==> config.mk <==
export PLATFORM = sky130hd
export DESIGN_NAME = button_repeat_ctrl
export DESIGN_NICKNAME = d
export VERILOG_FILES = /design/src/rtl/ui_pkg.sv /design/src/rtl/btn_debounce.sv /design/src/rtl/button_repeat_ctrl.sv
export SDC_FILE = /design/constraint.sdc
export NUM_CORES = 1
export LEC_CHECK = 0
export CORE_MARGIN = 5
export CORE_UTILIZATION = 45
export CTS_BUF_LIST = sky130_fd_sc_hd__clkbuf_8
export DETAILED_ROUTE_END_ITERATION = 10
export DONT_BUFFER_PORTS = 1
export PLACE_DENSITY = 0.72
export RECOVER_POWER = 25
export REMOVE_ABC_BUFFERS = 1
export SYNTH_ARGS = -nofsm -noshare
export SYNTH_HDL_FRONTEND = slang
export SYNTH_SLANG_ARGS = --single-unit
export TNS_END_PERCENT = 30
==> constraint.sdc <==
create_clock -name i_clk -period 2.4 [get_ports i_clk]
set_clock_uncertainty 0.05 [all_clocks]
set_input_delay 0.48 -clock i_clk [delete_from_list [all_inputs] [get_ports i_clk]]
set_output_delay 0.48 -clock i_clk [all_outputs]
set_load 0.02 [all_outputs]
==> src/rtl/ui_pkg.sv <==
// rtl/ui_pkg.sv - shared FSM states and step-pulse bundle for the button repeat controller
package ui_pkg;

  typedef enum logic [1:0] {
    ST_IDLE   = 2'd0,
    ST_DELAY  = 2'd1,
    ST_REPEAT = 2'd2
  } rep_state_t;

  typedef struct packed {
    logic up;
    logic down;
    logic ce;
  } step_pulse_t;

  localparam step_pulse_t PULSE_NONE = '0;

  // One step in direction dir (0=up, 1=down); ce always accompanies a step.
  function automatic step_pulse_t make_pulse(input logic dir);
    step_pulse_t p;
    p.up   = ~dir;
    p.down = dir;
    p.ce   = 1'b1;
    return p;
  endfunction

  function automatic int max_int(input int a, input int b);
    return (a > b) ? a : b;
  endfunction

endpackage

==> src/rtl/btn_debounce.sv <==
// rtl/btn_debounce.sv - two-flop synchronizer plus consecutive-sample debouncer for one button
module btn_debounce #(
  parameter int DEBOUNCE_CYCLES = 50000
) (
  input  logic i_clk,
  input  logic i_reset,
  input  logic btn_raw,
  output logic btn_level
);

  localparam int CW_RAW = $clog2(DEBOUNCE_CYCLES + 1);
  localparam int CW     = (CW_RAW < 1) ? 1 : CW_RAW;
  localparam logic [CW-1:0] CNT_LAST = CW'(DEBOUNCE_CYCLES - 1);

  logic          sync_q1;
  logic          sync_q2;
  logic [CW-1:0] stable_cnt;

  // Two-flop synchronizer; the only place the raw button is sampled.
  always_ff @(posedge i_clk or posedge i_reset) begin
    if (i_reset) begin
      sync_q1 <= 1'b0;
      sync_q2 <= 1'b0;
    end else begin
      sync_q1 <= btn_raw;
      sync_q2 <= sync_q1;
    end
  end

  // Accept a new level once the synchronized input has differed for DEBOUNCE_CYCLES samples in a row.
  always_ff @(posedge i_clk or posedge i_reset) begin
    if (i_reset) begin
      stable_cnt <= '0;
      btn_level  <= 1'b0;
    end else if (sync_q2 == btn_level) begin
      stable_cnt <= '0;
    end else if (stable_cnt == CNT_LAST) begin
      stable_cnt <= '0;
      btn_level  <= sync_q2;
    end else begin
      stable_cnt <= stable_cnt + CW'(1);
    end
  end

endmodule

==> src/rtl/button_repeat_ctrl.sv <==
// rtl/button_repeat_ctrl.sv - debounced up/down buttons with press-and-hold auto-repeat step pulses
module button_repeat_ctrl
  import ui_pkg::*;
#(
  parameter int DEBOUNCE_CYCLES = 50000,
  parameter int REPEAT_DELAY    = 25000000,
  parameter int REPEAT_PERIOD   = 5000000
) (
  input  logic i_clk,
  input  logic i_reset,
  input  logic i_btn_up,
  input  logic i_btn_down,
  output logic o_count_up,
  output logic o_count_down,
  output logic o_ce,
  output logic o_held
);

  localparam int TMAX   = max_int(REPEAT_DELAY, REPEAT_PERIOD);
  localparam int TW_RAW = $clog2(TMAX);
  localparam int TW     = (TW_RAW < 1) ? 1 : TW_RAW;
  localparam logic [TW-1:0] DELAY_LOAD  = TW'(REPEAT_DELAY - 1);
  localparam logic [TW-1:0] PERIOD_LOAD = TW'(REPEAT_PERIOD - 1);

  logic          lvl_up;
  logic          lvl_down;
  rep_state_t    state;
  logic          dir;
  logic [TW-1:0] timer;
  step_pulse_t   pulse_q;
  logic          held_q;
  logic          latched_lvl;
  logic          other_lvl;
  logic          abort_hold;

  btn_debounce #(.DEBOUNCE_CYCLES(DEBOUNCE_CYCLES)) u_deb_up (
    .i_clk    (i_clk),
    .i_reset  (i_reset),
    .btn_raw  (i_btn_up),
    .btn_level(lvl_up)
  );

  btn_debounce #(.DEBOUNCE_CYCLES(DEBOUNCE_CYCLES)) u_deb_down (
    .i_clk    (i_clk),
    .i_reset  (i_reset),
    .btn_raw  (i_btn_down),
    .btn_level(lvl_down)
  );

  // A hold ends when the latched button is released or the opposite button joins in.
  assign latched_lvl = dir ? lvl_down : lvl_up;
  assign other_lvl   = dir ? lvl_up   : lvl_down;
  assign abort_hold  = ~latched_lvl | other_lvl;

  // Press/hold/repeat sequencer with registered pulse and held outputs.
  always_ff @(posedge i_clk or posedge i_reset) begin
    if (i_reset) begin
      state   <= ST_IDLE;
      dir     <= 1'b0;
      timer   <= '0;
      pulse_q <= PULSE_NONE;
      held_q  <= 1'b0;
    end else begin
      pulse_q <= PULSE_NONE;
      case (state)
        ST_IDLE: begin
          if (lvl_up ^ lvl_down) begin
            dir     <= lvl_down;
            pulse_q <= make_pulse(lvl_down);
            timer   <= DELAY_LOAD;
            state   <= ST_DELAY;
            held_q  <= 1'b1;
          end
        end
        ST_DELAY, ST_REPEAT: begin
          if (abort_hold) begin
            state  <= ST_IDLE;
            held_q <= 1'b0;
          end else if (timer == '0) begin
            pulse_q <= make_pulse(dir);
            timer   <= PERIOD_LOAD;
            state   <= ST_REPEAT;
          end else begin
            timer <= timer - TW'(1);
          end
        end
        default: begin
          state  <= ST_IDLE;
          held_q <= 1'b0;
        end
      endcase
    end
  end

  assign o_count_up   = pulse_q.up;
  assign o_count_down = pulse_q.down;
  assign o_ce         = pulse_q.ce;
  assign o_held       = held_q;

endmodule

==> metrics.txt <==
status complete, but fails checks; failing checks max-capacitance violations, max-slew violations; largest net degree at the start of global routing 71; Yosys top cell by area dfrtp_1; Mapped Cells 357; floorplan row count 32; WL/cell 13.84 µm; Hold Path Sink u_deb_up.sync_q1$_DFF_PP0_; Yosys cell types 51; # Post-CTS Setup Buffers 0; # diodes 0; initial antenna violation count 0; Routed Antenna Nets 0; ys async rst share 1.000; Starting DRT DRC Count 104; die width 98.05 µm; sequential power share 0.524; sw power 0.5033 mW; Synthesis Warnings 0; number of flops mapped to enable cells by yosys 0; I/O pin cnt 8; delay-heaviest family, CP compound AO/OA/AOI/OAI gates; slowest cell on the critical path dfrtp_1; CP cell instances inv_1, ha_1, nor4b_2, buf_4, and4b_2, a21o_2, o41ai_1, o21ai_0; Area growth syn-to-layout 11.84%; fillers 697; Initial Util 0.4562; H-tree levels 3; slew margin rel. -0.1033; total clock sinks 70; Pint 1.787 mW; Num CTS Buffers 9; CTS tree built; top-area cell type share of the netlist area 0.5022; worst hold stages 0; core area 0.007647 mm²; adder-cell share of the synthesized area 0.02511; R2R depth 8; Critical Path Sink Type flop; layout cells sized above 1 0.1220; most common cell after layout, fill and taps aside dfrtp_1; GPL Wtd Cong 0.8439; detailed-placement wirelength estimate 4539 µm; critical path class flop to flop; vias per cell 5.484; die area 0.009613 mm²; Vias 2627; compound-gate portion of the synthesized area 0.1252; Port Buffers 0; max-slew violations 71; sw frac 0.2198; Reg2Reg Setup Slack 0.18 ns; final wirelength 6629 µm; CP Max Fanout 11; largest family of logic cells by synthesized area simple AND/OR/NAND/NOR gates; Residual DRC 0; Tcrit/Tclk final 0.9246; hold_buf cts 0; Skew-Pair Late Insertion Delay 0.35 ns; vias in the first global route 2645; Leak Pwr 1.801 nW; Critical Path Start Type flop; Die Height 98.05 µm; unrepaired setup endpoints after global routing false; top_reg_cell synth dfrtp_1; register bit total from synthesis 70; post-synthesis sequential area ratio 0.5022; Buf+Inv Stages, Crit Path 2; setup TNS 0 ns; Resized Gates After CTS 0; Peak Freq 450.7 MHz; Hold Startpoint i_btn_up; buffer depth of the longest clock path 2; Reg area 0.001752 mm²; post-synthesis simple-gate area fraction 0.2353; # nets final 383; xor/xnor share of the synthesized area 0.07783; DRT Pass-1 Iters 4; WP data arrival 2.39 ns; WHS 0.1054 ns; Worst Max-Slew Pin Slew 1.655 ns; data required time of the critical path 2.57 ns; reg-to-reg critical path endpoint timer[11]$_DFFE_PP0P_; Clk pwr share 0.458; commonest non-fill, non-tap cells in the layout 70 x dfrtp_1, 49 x nor2_1, 28 x o21ai_0; Combinational Power Share 0.019; Syn Area/Cell 9.771 µm²; min Tclk post-route 2.219 ns; first-pass GRT wire length 11990 µm; worst r2r src timer[0]$_DFFE_PP0P_; Area contributors post-synth dfrtp_1 50%, xor2_1 5.5%, nor2_1 5.3%; Final Hold Fails 0; Multi-input gate area 0.001658 mm²; total congestion overflow 0; Slowest Stage Delay on Critical Path 0.42 ns; Hold WC Path Type primary input to flop; peak supply drop 0.0003922 V; MaxCap Viol Count 1; mux cell area share after synthesis 0.006456; Root Driver clkbuf_8; Setup violations, final 0; Reg clk slew, reported paths 0.08 ns; Synth Cell Area 0.003488 mm²; Power Dens Cells 587.1 mW/mm²; GRT Total Usage 0.1520
## worst max-delay path by stage
stage	from	slack, ns	depth (start not counted)	end
floorplan	i_reset	0.10	1	dir$_DFFE_PP0P_
global placement	timer[0]$_DFFE_PP0P_	0.23	8	timer[23]$_DFFE_PP0P_
CTS	timer[0]$_DFFE_PP0P_	0.16	8	timer[11]$_DFFE_PP0P_
detailed placement	timer[0]$_DFFE_PP0P_	0.17	8	timer[11]$_DFFE_PP0P_
global route	timer[0]$_DFFE_PP0P_	0.03	8	timer[11]$_DFFE_PP0P_
finish	timer[0]$_DFFE_PP0P_	0.18	8	timer[11]$_DFFE_PP0P_
## stage by stage
stage	setup WS [ns]	utilization	cells	total power, mW	area, µm²
CTS	0.1568	0.5097	479	2.331	3897
global route	0.03475	0.5101	479	2.398	3901
detailed placement	0.1703	0.4809	463	1.271	3677
global placement	0.2287	0.4809	463	1.271	3677
finish	0.1810	0.5101	479	2.290	3901
floorplan	0.1018	-	347	1.255	3432
## Yosys cell counts, drive strengths merged (4+ instances only)
cell type	number
a21oi	11
and3	10
buf	5
clkbuf	5
dfrtp	70
ha	7
inv	11
nand2	23
nand2b	5
nand3	15
nand4	7
nor2	49
nor3	19
nor4	5
o21ai	30
or4	4
xnor2	9
xor2	22
## power by group through the flow
stage	sequential, mW	clock (mW)	combinational (mW)
after floorplan	1.22	0	0.0346
after global placement	1.22	0	0.0487
after detailed placement	1.22	0	0.0490
after CTS	1.20	1.08	0.0495
after global routing	1.20	1.15	0.0518
final	1.20	1.05	0.0428
## cell families after synthesis
kind of cell | Yosys count
multiplexers | 2
AND/OR/NAND/NOR | 157
AO/OA/AOI/OAI | 69
XOR/XNOR | 31
flip-flops | 70
adder cells (fa/ha/maj) | 7
buffers and inverters | 21
## registers in the layout (all words and copies together), names as in the netlist
signal and flops:
o_count_down 1, u_deb_down.stable_cnt 16, u_deb_up.btn_level 1, timer 25, u_deb_down.btn_level 1, o_ce 1
u_deb_down.sync_q2 1, o_count_up 1, dir 1, u_deb_down.sync_q1 1, u_deb_up.sync_q1 1, state 2
u_deb_up.sync_q2 1, o_held 1, u_deb_up.stable_cnt 16
## per-layer routing
layer,share of wire,global-route usage
met1,0.46,0.1886
met2,0.49,0.2503
met3,0.035,0.05357
met4,0.014,0.04473
met5,0,0
## final cells by class
class	count	area share
timing repair buffer	14	0.02630
multi-input combinational	266	0.4250
clock buffer	9	0.03175
clock inverter	7	0.02470
sequential	70	0.4490
inverter	11	0.01058
tap	102	0.03271
No activity file was read; power rests on OpenSTA's default activity.
